==> config.mk <==
export PLATFORM = sky130hd
export DESIGN_NAME = sram_rr_arbiter_flat
export DESIGN_NICKNAME = d
export VERILOG_FILES = /design/src/rtl/sram_rr_arbiter_if.sv /design/src/rtl/sram_rr_arbiter.sv /design/src/flat_wrapper.sv
export SDC_FILE = /design/constraint.sdc
export NUM_CORES = 1
export LEC_CHECK = 0
export ABC_CLOCK_PERIOD_IN_PS = 3700
export BUFFER_PORTS_ARGS = -buffer_cell sky130_fd_sc_hd__buf_2
export CAP_MARGIN = 20
export CORE_MARGIN = 5
export CORE_UTILIZATION = 54
export DETAILED_ROUTE_END_ITERATION = 8
export PLACE_DENSITY = 0.79
export RECOVER_POWER = 50
export SYNTH_ARGS = -nofsm -noshare
export SYNTH_HDL_FRONTEND = slang
export SYNTH_SLANG_ARGS = --single-unit
==> constraint.sdc <==
create_clock -name sram_clock -period 3.7 [get_ports sram_clock]
set_input_delay 0.555 -clock sram_clock [delete_from_list [all_inputs] [get_ports sram_clock]]
set_output_delay 0.555 -clock sram_clock [all_outputs]
set_load 0.03 [all_outputs]
==> src/rtl/sram_rr_arbiter_if.sv <==
// sram_rr_arbiter_if
//   Bundles the client-side request/response buses and the SRAM controller
//   command/return bus of sram_rr_arbiter.
//   slave  : the arbiter's view (accepts client requests, drives SRAM commands).
//   master : the environment's view (clients and SRAM controller).
//   Write requests : w_din_valid / w_din_ready / w_din ({mask,addr,data} per port)
//   Read requests  : r_din_valid / r_din_ready / r_din (address per port)
//   Read responses : r_dout_valid / r_dout_ready / r_dout (show-ahead, per port)
//   SRAM command   : sram_addr_valid / sram_ready / sram_addr / sram_data_in /
//                    sram_write_mask (0 = read)
//   SRAM return    : sram_data_out_valid / sram_data_out (in issue order)
//   rsp_orphan     : sticky flag, return data arrived with nothing outstanding
interface sram_rr_arbiter_if #(
    parameter int NUM_W  = 2,
    parameter int NUM_R  = 2,
    parameter int ADDR_W = 18,
    parameter int DATA_W = 32,
    parameter int MASK_W = 4
);
    logic [NUM_W-1:0]                        w_din_valid;
    logic [NUM_W-1:0]                        w_din_ready;
    logic [NUM_W*(MASK_W+ADDR_W+DATA_W)-1:0] w_din;
    logic [NUM_R-1:0]                        r_din_valid;
    logic [NUM_R-1:0]                        r_din_ready;
    logic [NUM_R*ADDR_W-1:0]                 r_din;
    logic [NUM_R-1:0]                        r_dout_valid;
    logic [NUM_R-1:0]                        r_dout_ready;
    logic [NUM_R*DATA_W-1:0]                 r_dout;
    logic                                    sram_addr_valid;
    logic                                    sram_ready;
    logic [ADDR_W-1:0]                       sram_addr;
    logic [DATA_W-1:0]                       sram_data_in;
    logic [MASK_W-1:0]                       sram_write_mask;
    logic [DATA_W-1:0]                       sram_data_out;
    logic                                    sram_data_out_valid;
    logic                                    rsp_orphan;

    modport slave (
        input  w_din_valid, w_din, r_din_valid, r_din, r_dout_ready,
               sram_ready, sram_data_out, sram_data_out_valid,
        output w_din_ready, r_din_ready, r_dout_valid, r_dout,
               sram_addr_valid, sram_addr, sram_data_in, sram_write_mask, rsp_orphan
    );

    modport master (
        output w_din_valid, w_din, r_din_valid, r_din, r_dout_ready,
               sram_ready, sram_data_out, sram_data_out_valid,
        input  w_din_ready, r_din_ready, r_dout_valid, r_dout,
               sram_addr_valid, sram_addr, sram_data_in, sram_write_mask, rsp_orphan
    );
endinterface

==> src/rtl/sram_rr_arbiter.sv <==
// sram_rr_arbiter
//   Round-robin arbiter placing NUM_W write ports and NUM_R read ports onto a
//   single SRAM controller command port. Requesters are numbered 0..NUM_W-1
//   (writes) then NUM_W..NUM_W+NUM_R-1 (reads). A registered command slot
//   honours sram_ready backpressure; outstanding reads are tracked by an
//   in-order tag FIFO and returned through per-port output FIFOs whose space
//   is reserved up front by per-port credits.
//   Ports:
//     sram_clock : sole clock
//     reset      : synchronous, active-high
//     bus        : sram_rr_arbiter_if.slave (client and SRAM controller buses)
module sram_rr_arbiter #(
    parameter int NUM_W     = 2,
    parameter int NUM_R     = 2,
    parameter int ADDR_W    = 18,
    parameter int DATA_W    = 32,
    parameter int MASK_W    = 4,
    parameter int TAG_DEPTH = 8,
    parameter int OUT_DEPTH = 4
) (
    input  logic             sram_clock,
    input  logic             reset,
    sram_rr_arbiter_if.slave bus
);
    localparam int NREQ = NUM_W + NUM_R;
    localparam int GW   = (NREQ > 1) ? $clog2(NREQ) : 1;
    localparam int RW   = (NUM_R > 1) ? $clog2(NUM_R) : 1;
    localparam int TW   = (TAG_DEPTH > 1) ? $clog2(TAG_DEPTH) : 1;
    localparam int TCW  = $clog2(TAG_DEPTH + 1);
    localparam int OW   = (OUT_DEPTH > 1) ? $clog2(OUT_DEPTH) : 1;
    localparam int OCW  = $clog2(OUT_DEPTH + 1);
    localparam int WREC = MASK_W + ADDR_W + DATA_W;

    // Command register
    logic              cmd_valid;
    logic [ADDR_W-1:0] cmd_addr;
    logic [DATA_W-1:0] cmd_data;
    logic [MASK_W-1:0] cmd_mask;
    logic [GW-1:0]     last_grant;

    // Arbitration
    logic [NREQ-1:0]   elig;
    logic              slot_open;
    logic              grant_valid;
    logic [GW-1:0]     grant_idx;
    logic              grant_is_read;
    logic [RW-1:0]     grant_rport;
    logic [NUM_R-1:0]  grant_r;
    logic [WREC-1:0]   grant_wrec;
    logic [ADDR_W-1:0] grant_raddr;

    // Tag FIFO (read port id of each outstanding read, in issue order)
    logic [RW-1:0]     tag_mem [TAG_DEPTH];
    logic [TW-1:0]     tag_wr;
    logic [TW-1:0]     tag_rd;
    logic [TCW-1:0]    tag_count;
    logic              tag_full;
    logic              tag_empty;
    logic              tag_push;
    logic              tag_pop;
    logic [RW-1:0]     tag_head;

    // Per-read-port output FIFOs and credits
    logic [DATA_W-1:0] out_mem [NUM_R][OUT_DEPTH];
    logic [OW-1:0]     out_wr  [NUM_R];
    logic [OW-1:0]     out_rd  [NUM_R];
    logic [OCW-1:0]    out_cnt [NUM_R];
    logic [OCW-1:0]    credit  [NUM_R];
    logic [NUM_R-1:0]  out_push;
    logic [NUM_R-1:0]  out_pop;

    logic              orphan;

    assign tag_full  = (tag_count == TCW'(TAG_DEPTH));
    assign tag_empty = (tag_count == '0);
    assign tag_head  = tag_mem[tag_rd];
    assign tag_push  = grant_is_read;
    assign tag_pop   = bus.sram_data_out_valid && !tag_empty;

    // The slot is free if empty, or if its current command leaves this cycle.
    assign slot_open = !cmd_valid || bus.sram_ready;

    // NOTE: every variable gets a default at the top of a combinational block,
    // so no path through the block can leave it holding state (no latch).
    always_comb begin
        elig = '0;
        for (int i = 0; i < NUM_W; i++) begin
            elig[i] = bus.w_din_valid[i];
        end
        for (int j = 0; j < NUM_R; j++) begin
            elig[NUM_W+j] = bus.r_din_valid[j] && (credit[j] != '0) && !tag_full;
        end
    end

    // Rotating priority: offset k=1 is the requester right after last_grant.
    always_comb begin
        grant_valid = 1'b0;
        grant_idx   = '0;
        if (slot_open && !reset) begin
            for (int k = 1; k <= NREQ; k++) begin
                for (int i = 0; i < NREQ; i++) begin
                    if (!grant_valid && elig[i] && (((int'(last_grant) + k) % NREQ) == i)) begin
                        grant_valid = 1'b1;
                        grant_idx   = GW'(i);
                    end
                end
            end
        end
    end

    // Grant decode: one-hot ready back to the winner and its payload.
    always_comb begin
        bus.w_din_ready = '0;
        bus.r_din_ready = '0;
        grant_r         = '0;
        grant_is_read   = 1'b0;
        grant_rport     = '0;
        grant_wrec      = '0;
        grant_raddr     = '0;
        for (int i = 0; i < NUM_W; i++) begin
            if (grant_valid && (grant_idx == GW'(i))) begin
                bus.w_din_ready[i] = 1'b1;
                grant_wrec         = bus.w_din[i*WREC +: WREC];
            end
        end
        for (int j = 0; j < NUM_R; j++) begin
            if (grant_valid && (grant_idx == GW'(NUM_W + j))) begin
                bus.r_din_ready[j] = 1'b1;
                grant_r[j]         = 1'b1;
                grant_is_read      = 1'b1;
                grant_rport        = RW'(j);
                grant_raddr        = bus.r_din[j*ADDR_W +: ADDR_W];
            end
        end
    end

    // NOTE: sequential state is updated with non-blocking assignments so every
    // register samples its inputs as they stood before the clock edge.
    always_ff @(posedge sram_clock) begin
        if (reset) begin
            cmd_valid  <= 1'b0;
            cmd_addr   <= '0;
            cmd_data   <= '0;
            cmd_mask   <= '0;
            last_grant <= GW'(NREQ - 1);
        end else if (grant_valid) begin
            // A grant only happens into an open slot, so overwriting is safe.
            cmd_valid  <= 1'b1;
            last_grant <= grant_idx;
            if (grant_is_read) begin
                cmd_addr <= grant_raddr;
                cmd_data <= '0;
                cmd_mask <= '0;
            end else begin
                {cmd_mask, cmd_addr, cmd_data} <= grant_wrec;
            end
        end else if (bus.sram_ready) begin
            cmd_valid <= 1'b0;
        end
    end

    assign bus.sram_addr_valid = cmd_valid;
    assign bus.sram_addr       = cmd_addr;
    assign bus.sram_data_in    = cmd_data;
    assign bus.sram_write_mask = cmd_mask;

    // NOTE: storage arrays carry no reset; the pointers and counts that guard
    // them are reset, so stale contents are never observed.
    always_ff @(posedge sram_clock) begin
        if (tag_push) begin
            tag_mem[tag_wr] <= grant_rport;
        end
    end

    always_ff @(posedge sram_clock) begin
        if (reset) begin
            tag_wr    <= '0;
            tag_rd    <= '0;
            tag_count <= '0;
            orphan    <= 1'b0;
        end else begin
            if (tag_push) begin
                tag_wr <= (tag_wr == TW'(TAG_DEPTH - 1)) ? '0 : tag_wr + TW'(1);
            end
            if (tag_pop) begin
                tag_rd <= (tag_rd == TW'(TAG_DEPTH - 1)) ? '0 : tag_rd + TW'(1);
            end
            case ({tag_push, tag_pop})
                2'b10:   tag_count <= tag_count + TCW'(1);
                2'b01:   tag_count <= tag_count - TCW'(1);
                default: tag_count <= tag_count;
            endcase
            // Return data with nothing outstanding is dropped and flagged.
            if (bus.sram_data_out_valid && tag_empty) begin
                orphan <= 1'b1;
            end
        end
    end

    assign bus.rsp_orphan = orphan;

    always_comb begin
        out_push = '0;
        out_pop  = '0;
        for (int j = 0; j < NUM_R; j++) begin
            out_push[j] = tag_pop && (tag_head == RW'(j));
            out_pop[j]  = (out_cnt[j] != '0) && bus.r_dout_ready[j];
        end
    end

    always_ff @(posedge sram_clock) begin
        for (int j = 0; j < NUM_R; j++) begin
            if (out_push[j]) begin
                out_mem[j][out_wr[j]] <= bus.sram_data_out;
            end
        end
    end

    // Credits reserve output FIFO space at issue time, so a return can never
    // find its FIFO full.
    always_ff @(posedge sram_clock) begin
        for (int j = 0; j < NUM_R; j++) begin
            if (reset) begin
                out_wr[j]  <= '0;
                out_rd[j]  <= '0;
                out_cnt[j] <= '0;
                credit[j]  <= OCW'(OUT_DEPTH);
            end else begin
                if (out_push[j]) begin
                    out_wr[j] <= (out_wr[j] == OW'(OUT_DEPTH - 1)) ? '0 : out_wr[j] + OW'(1);
                end
                if (out_pop[j]) begin
                    out_rd[j] <= (out_rd[j] == OW'(OUT_DEPTH - 1)) ? '0 : out_rd[j] + OW'(1);
                end
                case ({out_push[j], out_pop[j]})
                    2'b10:   out_cnt[j] <= out_cnt[j] + OCW'(1);
                    2'b01:   out_cnt[j] <= out_cnt[j] - OCW'(1);
                    default: out_cnt[j] <= out_cnt[j];
                endcase
                case ({grant_r[j], out_pop[j]})
                    2'b10:   credit[j] <= credit[j] - OCW'(1);
                    2'b01:   credit[j] <= credit[j] + OCW'(1);
                    default: credit[j] <= credit[j];
                endcase
            end
        end
    end

    // Show-ahead outputs: head word is visible whenever the FIFO is non-empty.
    always_comb begin
        bus.r_dout_valid = '0;
        bus.r_dout       = '0;
        for (int j = 0; j < NUM_R; j++) begin
            bus.r_dout_valid[j]            = (out_cnt[j] != '0);
            bus.r_dout[j*DATA_W +: DATA_W] = out_mem[j][out_rd[j]];
        end
    end
endmodule

==> src/flat_wrapper.sv <==
// flat-port wrapper written by rule: the top's interface ports become plain ports
module sram_rr_arbiter_flat 
#(
    parameter int NUM_W     = 2,
    parameter int NUM_R     = 2,
    parameter int ADDR_W    = 18,
    parameter int DATA_W    = 32,
    parameter int MASK_W    = 4,
    parameter int TAG_DEPTH = 8,
    parameter int OUT_DEPTH = 4
)
  (sram_clock, reset, bus_w_din_valid, bus_w_din, bus_r_din_valid, bus_r_din, bus_r_dout_ready, bus_sram_ready, bus_sram_data_out, bus_sram_data_out_valid, bus_w_din_ready, bus_r_din_ready, bus_r_dout_valid, bus_r_dout, bus_sram_addr_valid, bus_sram_addr, bus_sram_data_in, bus_sram_write_mask, bus_rsp_orphan);
  sram_rr_arbiter_if #(.NUM_W(NUM_W), .NUM_R(NUM_R), .ADDR_W(ADDR_W), .DATA_W(DATA_W), .MASK_W(MASK_W)) bus_i ();
  input  logic sram_clock;
  input  logic reset;
  input wire logic [$bits(bus_i.w_din_valid)-1:0] bus_w_din_valid;
  input wire logic [$bits(bus_i.w_din)-1:0] bus_w_din;
  input wire logic [$bits(bus_i.r_din_valid)-1:0] bus_r_din_valid;
  input wire logic [$bits(bus_i.r_din)-1:0] bus_r_din;
  input wire logic [$bits(bus_i.r_dout_ready)-1:0] bus_r_dout_ready;
  input wire logic [$bits(bus_i.sram_ready)-1:0] bus_sram_ready;
  input wire logic [$bits(bus_i.sram_data_out)-1:0] bus_sram_data_out;
  input wire logic [$bits(bus_i.sram_data_out_valid)-1:0] bus_sram_data_out_valid;
  output wire logic [$bits(bus_i.w_din_ready)-1:0] bus_w_din_ready;
  output wire logic [$bits(bus_i.r_din_ready)-1:0] bus_r_din_ready;
  output wire logic [$bits(bus_i.r_dout_valid)-1:0] bus_r_dout_valid;
  output wire logic [$bits(bus_i.r_dout)-1:0] bus_r_dout;
  output wire logic [$bits(bus_i.sram_addr_valid)-1:0] bus_sram_addr_valid;
  output wire logic [$bits(bus_i.sram_addr)-1:0] bus_sram_addr;
  output wire logic [$bits(bus_i.sram_data_in)-1:0] bus_sram_data_in;
  output wire logic [$bits(bus_i.sram_write_mask)-1:0] bus_sram_write_mask;
  output wire logic [$bits(bus_i.rsp_orphan)-1:0] bus_rsp_orphan;
  assign bus_i.w_din_valid = bus_w_din_valid;
  assign bus_i.w_din = bus_w_din;
  assign bus_i.r_din_valid = bus_r_din_valid;
  assign bus_i.r_din = bus_r_din;
  assign bus_i.r_dout_ready = bus_r_dout_ready;
  assign bus_i.sram_ready = bus_sram_ready;
  assign bus_i.sram_data_out = bus_sram_data_out;
  assign bus_i.sram_data_out_valid = bus_sram_data_out_valid;
  assign bus_w_din_ready = bus_i.w_din_ready;
  assign bus_r_din_ready = bus_i.r_din_ready;
  assign bus_r_dout_valid = bus_i.r_dout_valid;
  assign bus_r_dout = bus_i.r_dout;
  assign bus_sram_addr_valid = bus_i.sram_addr_valid;
  assign bus_sram_addr = bus_i.sram_addr;
  assign bus_sram_data_in = bus_i.sram_data_in;
  assign bus_sram_write_mask = bus_i.sram_write_mask;
  assign bus_rsp_orphan = bus_i.rsp_orphan;
  sram_rr_arbiter #(.NUM_W(NUM_W), .NUM_R(NUM_R), .ADDR_W(ADDR_W), .DATA_W(DATA_W), .MASK_W(MASK_W), .TAG_DEPTH(TAG_DEPTH), .OUT_DEPTH(OUT_DEPTH)) u_core (.sram_clock(sram_clock), .reset(reset), .bus(bus_i));
endmodule
Word-level counts from Yosys, hierarchy flattened
Memories as Yosys holds them, arrays and structs flattened. A register that Yosys moved wholly into a read port is not among the register bits.
Index checks and enable logic that the tools add are counted.
- add/subtract/negate cells: 20
- $mul: 0
- div/mod/pow operators: 0
- order comparisons: 6
- equal/unequal tests: 32
- shifts and indexed selects: 0
- multiplexer cells: 154
- bitwise logic cells: 25
- reductions and logical operators: 89
- operator list (operator ; count):
    128-bit two-way mux ; 4
    32-bit two-way mux ; 7
    32-bit binary-select mux with 2-bit select ; 2
    32-bit demux with 2-bit select ; 2
    32-bit zero test ; 4
    128-bit OR reduction ; 1
    54-bit two-way mux ; 2
    1-bit two-way mux ; 93
    18-bit two-way mux ; 3
    1-bit logical AND ; 48
    3-bit two-way mux ; 16
    2-bit two-way mux ; 23
    3-bit == test, second input constant ; 10
    2-bit == test, second input constant ; 11
    1-bit zero test ; 19
    3-bit by 1-bit adder with 3-bit output, second input constant ; 6
    1-bit OR ; 16
    2-bit OR reduction ; 8
    2-bit by 1-bit adder with 2-bit output, second input constant ; 6
    2-bit by 1-bit == test with 1-bit output, second input constant ; 6
    3-bit by 2-bit == test with 1-bit output, second input constant ; 4
    3-bit greater-or-equal comparator, second input constant ; 4
    2-bit inverter with 3-bit output ; 4
    3-bit nonzero test ; 4
    other kinds (14) ; 23
- bits in registers: 68
- bits in latches: 0
- bits in writable memories: 284
- memory bits (read-only): 0
- input port bits: 186
- output and inout port bits: 126
- memories: 6
- memory list (memory ; depth ; width ; read ports ; clocked after memory_dff ; wr ports ; RTL line ; source):
    u_core.out_mem ; 2 ; 128 ; 2 ; 0 ; 1 ; sram_rr_arbiter.sv:64 ; logic [DATA_W-1:0] out_mem [NUM_R][OUT_DEPTH];
    u_core.tag_mem ; 8 ; 1 ; 1 ; 1 ; 1 ; sram_rr_arbiter.sv:53 ; logic [RW-1:0] tag_mem [TAG_DEPTH];
    u_core.credit ; 2 ; 3 ; 2 ; 0 ; 2 ; sram_rr_arbiter.sv:68 ; logic [OCW-1:0] credit [NUM_R];
    u_core.out_cnt ; 2 ; 3 ; 2 ; 0 ; 2 ; sram_rr_arbiter.sv:67 ; logic [OCW-1:0] out_cnt [NUM_R];
    u_core.out_rd ; 2 ; 2 ; 2 ; 0 ; 2 ; sram_rr_arbiter.sv:66 ; logic [OW-1:0] out_rd [NUM_R];
    u_core.out_wr ; 2 ; 2 ; 2 ; 0 ; 2 ; sram_rr_arbiter.sv:65 ; logic [OW-1:0] out_wr [NUM_R];

Logic depth before layout (Yosys ltp)
- word-level depth: 92
- mapped depth: 16

Worst setup path before layout
No wires, ideal clock.
- path type: input -> register
- start: input bus_r_din_valid[1]
- end: memory u_core.credit[0][0] (netlist name) (enable)
- setup time: 0.344 ns
- data arrival time: 2.854 ns
- required time: 3.356 ns
- path slack: 0.501 ns
- cell stages on the path: 11
- path through: o31a_1 > a21oi_1 > o21ai_2 > and3_1 > clkbuf_1 > inv_1 > buf_2 > nor2_1 > ha_1 > nor2_1 > o21ai_0
- RTL lines (item ; RTL line ; source):
    start, declared ; flat_wrapper.sv:18 ; input wire logic [$bits(bus_i.r_din_valid)-1:0] bus_r_din_valid;
    end, declared ; sram_rr_arbiter.sv:68 ;

Worst setup path in the final report
- start: register u_core.tag_count[0]
- end: register u_core.cmd_addr[5] (netlist: u_core.bus.sram_addr[5])
- word-level cells in the longest chain between the ends: 77
- ends and longest elaborated chain (item ; RTL line ; source):
    start, declared ; sram_rr_arbiter.sv:56 ; logic [TCW-1:0] tag_count;
    start signal, assigned ; sram_rr_arbiter.sv:189 ; 2'b10: tag_count <= tag_count + TCW'(1);
    start signal, assigned ; sram_rr_arbiter.sv:190 ; 2'b01: tag_count <= tag_count - TCW'(1);
    start signal, assigned ; sram_rr_arbiter.sv:191 ; default: tag_count <= tag_count;
    4-bit == test (*) ; sram_rr_arbiter.sv:74 ; assign tag_full = (tag_count == TCW'(TAG_DEPTH));
    1-bit zero test (*) ; sram_rr_arbiter.sv:91 ; elig[NUM_W+j] = bus.r_din_valid[j] && (credit[j] != '0) && !tag_full;
    1-bit logical AND ; sram_rr_arbiter.sv:91 ;
    1-bit logical AND (2 in a row) ; sram_rr_arbiter.sv:102 ; if (!grant_valid && elig[i] && (((int'(last_grant) + k) % NREQ) == i)) begin
    1-bit two-way mux ; sram_rr_arbiter.sv:102 ;
    1-bit two-way mux ; sram_rr_arbiter.sv:99 ; if (slot_open && !reset) begin
    1-bit zero test ; sram_rr_arbiter.sv:102 ;
    1-bit logical AND (2 in a row) ; sram_rr_arbiter.sv:102 ;
    [... 57 more ...] ; -- ;
    1-bit zero test ; sram_rr_arbiter.sv:102 ;
    1-bit logical AND (2 in a row) ; sram_rr_arbiter.sv:102 ;
    2-bit two-way mux ; sram_rr_arbiter.sv:102 ;
    2-bit two-way mux ; sram_rr_arbiter.sv:99 ;
    2-bit == test or 2-bit zero test (tied branches) ; sram_rr_arbiter.sv:127, sram_rr_arbiter.sv:121 ;
    1-bit logical AND, on equally long branches ; sram_rr_arbiter.sv:127, sram_rr_arbiter.sv:121 ;
    18-bit two-way mux, or another cell as far along (2 in a row) ; sram_rr_arbiter.sv:127 ; if (grant_valid && (grant_idx == GW'(NUM_W + j))) begin
    18-bit two-way mux ; sram_rr_arbiter.sv:150 ; if (grant_is_read) begin
    end signal, assigned ; sram_rr_arbiter.sv:151 ; cmd_addr <= grant_raddr;
    end signal, assigned ; sram_rr_arbiter.sv:155 ; {cmd_mask, cmd_addr, cmd_data} <= grant_wrec;
    end, declared ; sram_rr_arbiter.sv:36 ; logic [ADDR_W-1:0] cmd_addr;
Mark *: on every way between the ends. The rest lies on a longest branch, timed or not. The select of a mux whose other input is x is not followed.
A chain may end at the register's enable or synchronous reset.

==> summary.txt <==
Status
  – Status: completed

Worst setup path
  – Critical path type: reg2reg
  – Critical-path cell list: or4b_1 -> a31o_1 -> o32ai_4 -> clkbuf_2 -> mux2_2 -> a22oi_1 -> nand2_1
  – CP Buf/Inv Count: 1
  – Crit path required time: 4.09 ns
  – Crit path DAT: 3.75 ns
  – Flop2flop setup slack: 0.34 ns
  – Startpoint types: flop
  – Worst-path maximum fanout: 55
  – Worst path slowest cell: clkbuf_2
  – CP endpoint kind: flop
  – Slowest Stage Delay on Critical Path: 0.95 ns
  – CP top delay family: buffers and inverters

Logic synthesis
  – Synth top area share: 0.595
  – FF+latch count, synth: 355
  – Post-synth cell types: 57
  – Syn_nets: 1082
  – Count leader, synth: edfxtp_1
  – Largest cells by area after synthesis: edfxtp_1 59%, mux4_2 10%, dfxtp_1 9.9%, a22oi_1 3.3%, ha_1 2.7%
  – Post-Synthesis Cells: 863
  – Seq/Total Area, Yosys: 0.694
  – Top cells by count, synth: 284 x edfxtp_1, 78 x nand2_1, 71 x dfxtp_1
  – Synth Cell Area: 14300 sq um
  – Leading area contributor after synthesis: edfxtp_1
  – Async SR Flop Fraction: 0
  – Top_reg_cell synth: edfxtp_1
  – Mean Syn Cell Area: 16.6 sq um
  – YS warnings: 0
  – Post-synth EDFFs: 284

Power
  – Leakage: 0.00624 uW
  – PwrDens: 645 nW/um^2
  – Tot Pwr: 11100 uW
  – VDD IR max: 0.376 mV

Floorplan
  – Starting density of the core: 0.549
  – Core area: 26100 sq um
  – Num rows: 59
  – Die height: 173 um
  – Chip Width: 173 um
  – I/O pins: 312
  – Die area: 29900 sq um

Clock tree
  – Setup repair bufs after CTS: 0
  – Clock Path Buffers: 3
  – H-tree depth: 2
  – Post-CTS Hold Buffers: 0
  – Total CTS buffers: 37
  – CTS tree: done
  – Sink Count: 355
  – Clock Pin Slew Worst Setup and Hold Paths: 0.06 ns
  – Clk_lat worst skew: 0.52 ns
  – # resized after CTS: 0
  – Root Buffer: clkbuf_16

Finish
  – Fillers: 1877
  – Final nets: 1400
  – Share of layout cells above drive strength 1: 0.322
  – Area growth syn-to-layout: 20.2%

Routing
  – DRC viols: 0
  – DR WL/cell: 22.9 um
  – Iter 0 DRT Violations: 592
  – Routed wire length: 35400 um
  – Pre-Repair DR Iteration Count: 5
  – Vias per cell: 5.77
  – Antenna Nets Post-Route: 0
  – Vias: 8918

STA
  – Max Fclk: 298 MHz
  – Worst Clk Skew: 0.0243 ns
  – Fin. Hold Viols: 0
  – Fin crit share: 0.908
  – Setup violations, final: 0
  – Setup_tns: 0 ns
  – Max Slew Vio Count: 0
  – Slew @ Worst Pin: 1.46 ns
  – Rel. slew slack: 0.0276
  – RSZ-0062 raised after global routing: no
  – Min Tclk post-route: 3.36 ns

Global route
  – GRT Total Usage: 0.235
  – Global route total overflow: 0
  – Initial antenna violation count: 5
  – Largest net degree at the start of global routing: 56
  – Vias in the first global route: 9414
  – Global-route wire length before repair: 54300 um

Job
  – Max cap viols: 0

Worst hold path
  – Hold Crit Class: in2reg

Placement
  – Placed wire-length estimate: 23500 um
  – Port bufs: 311
  – RePlAce Congestion: 0.921
-- metrics by stage --
| step | area [sq um] | worst slack [ns] | std cells | util | hold slack [ns] |
|---|---|---|---|---|---|
| after detailed placement | 16300 | 0.418 | 1477 | 0.622 | 0.439 |
| final | 17200 | 0.340 | 1546 | 0.659 | 0.265 |
| after global placement | 16300 | 0.516 | 1477 | 0.622 | 0.431 |
| after global routing | 17200 | 0.0666 | 1546 | 0.659 | 0.263 |
| after floorplan | 14300 | 0.501 | 863 | - | 0.454 |
| after CTS | 17400 | 0.334 | 1544 | 0.664 | 0.245 |
-- flip-flops by register name, summed over array words and instances, names as in the netlist, named ones only --
signal and cells:
u_core.bus.sram_addr 18, u_core.credit 6, u_core.bus.sram_write_mask 4, u_core.out_cnt 6
u_core.tag_wr 3, u_core.out_wr 4, u_core.last_grant 2, u_core.bus.sram_addr_valid 1
u_core.bus.sram_data_in 32, u_core.tag_mem 8, u_core.out_mem 256, u_core.tag_rd 3
u_core.bus.rsp_orphan 1, u_core.tag_count 4, u_core.out_rd 4
-- layout make-up --
type / instances / area (sq um) / share of cell area
clock buffers: 50 / 996 / 0.0578
well taps: 335 / 419 / 0.0243
clock inverters: 17 / 104 / 0.00603
multi-input cells: 440 / 4110 / 0.239
inverters: 21 / 78.8 / 0.00457
repair buffers: 326 / 1570 / 0.0909
diodes: 2 / 5.00 / 0.000290
flip-flops and latches: 355 / 9950 / 0.577
-- placed cells by master (no fill, tap or decap), types with 3 or more instances in the layout --
cell / count
or3_1: 4
edfxtp_1: 284
dfxtp_1: 71
mux2_2: 19
nor2b_1: 6
and3_2: 8
nor3b_1: 3
clkinv_2: 9
a22oi_2: 9
clkbuf_16: 38
buf_4: 10
nand2_1: 78
mux4_2: 66
ha_1: 31
o21ai_0: 33
nor3_1: 14
a22oi_1: 63
clkinv_1: 7
inv_1: 20
a21oi_1: 18
xor2_1: 4
buf_2: 216
o21ai_1: 11
nor2_1: 20
nand2b_1: 7
clkbuf_1: 108
nor4b_1: 4
mux2i_1: 3
nor4_1: 6
-- report_power, final --
group | internal [uW] | switching, uW
Combinational | 981 | 1850
Clock | 1900 | 1450
Sequential | 4730 | 197
-- routing by layer --
layer	GRT usage	vias up	wire length (um)
li1	-	4040	-
met5	0	-	34
met4	0.0944	6	1380
met2	0.419	401	18700
met3	0.0557	72	2610
met1	0.276	4399	12700
-- cell families (layout without fill, tap and decap cells) --
logic type	count (synthesis)	after routing	synth area share
multiplexers	89	89	0.122
flip-flops	355	355	0.694
AND/OR/NAND/NOR	160	160	0.0548
buffers and inverters	68	414	0.0209
XOR/XNOR	5	5	0.00306
AO/OA/AOI/OAI	153	153	0.0757
other	0	2	0
adder cells (fa/ha/maj)	33	33	0.0299
-- worst reg2reg max path, cell delays in order (launching register included) --
cell,delay (ns)
dfxtp_1,0.36
or4b_1,0.71
a31o_1,0.32
o32ai_4,0.17
clkbuf_2,0.95
mux2_2,0.44
a22oi_1,0.19
nand2_1,0.09
-- worst paths after layout --
path | from | to | cells past startpoint
worst min register to register | u_core.bus.sram_write_mask[2]$_SDFFE_PP0P_ | u_core.bus.sram_write_mask[2]$_SDFFE_PP0P_ | 2
worst max-delay path | u_core.tag_count[0]$_SDFFE_PP0P_ | u_core.bus.sram_addr[5]$_SDFFE_PP0P_ | 7
worst min-delay path | bus_w_din[103] | u_core.bus.sram_addr[17]$_SDFFE_PP0P_ | 3
worst max register to register | u_core.tag_count[0]$_SDFFE_PP0P_ | u_core.bus.sram_addr[5]$_SDFFE_PP0P_ | 7
Note: power is estimated with default switching activity, not from simulation.
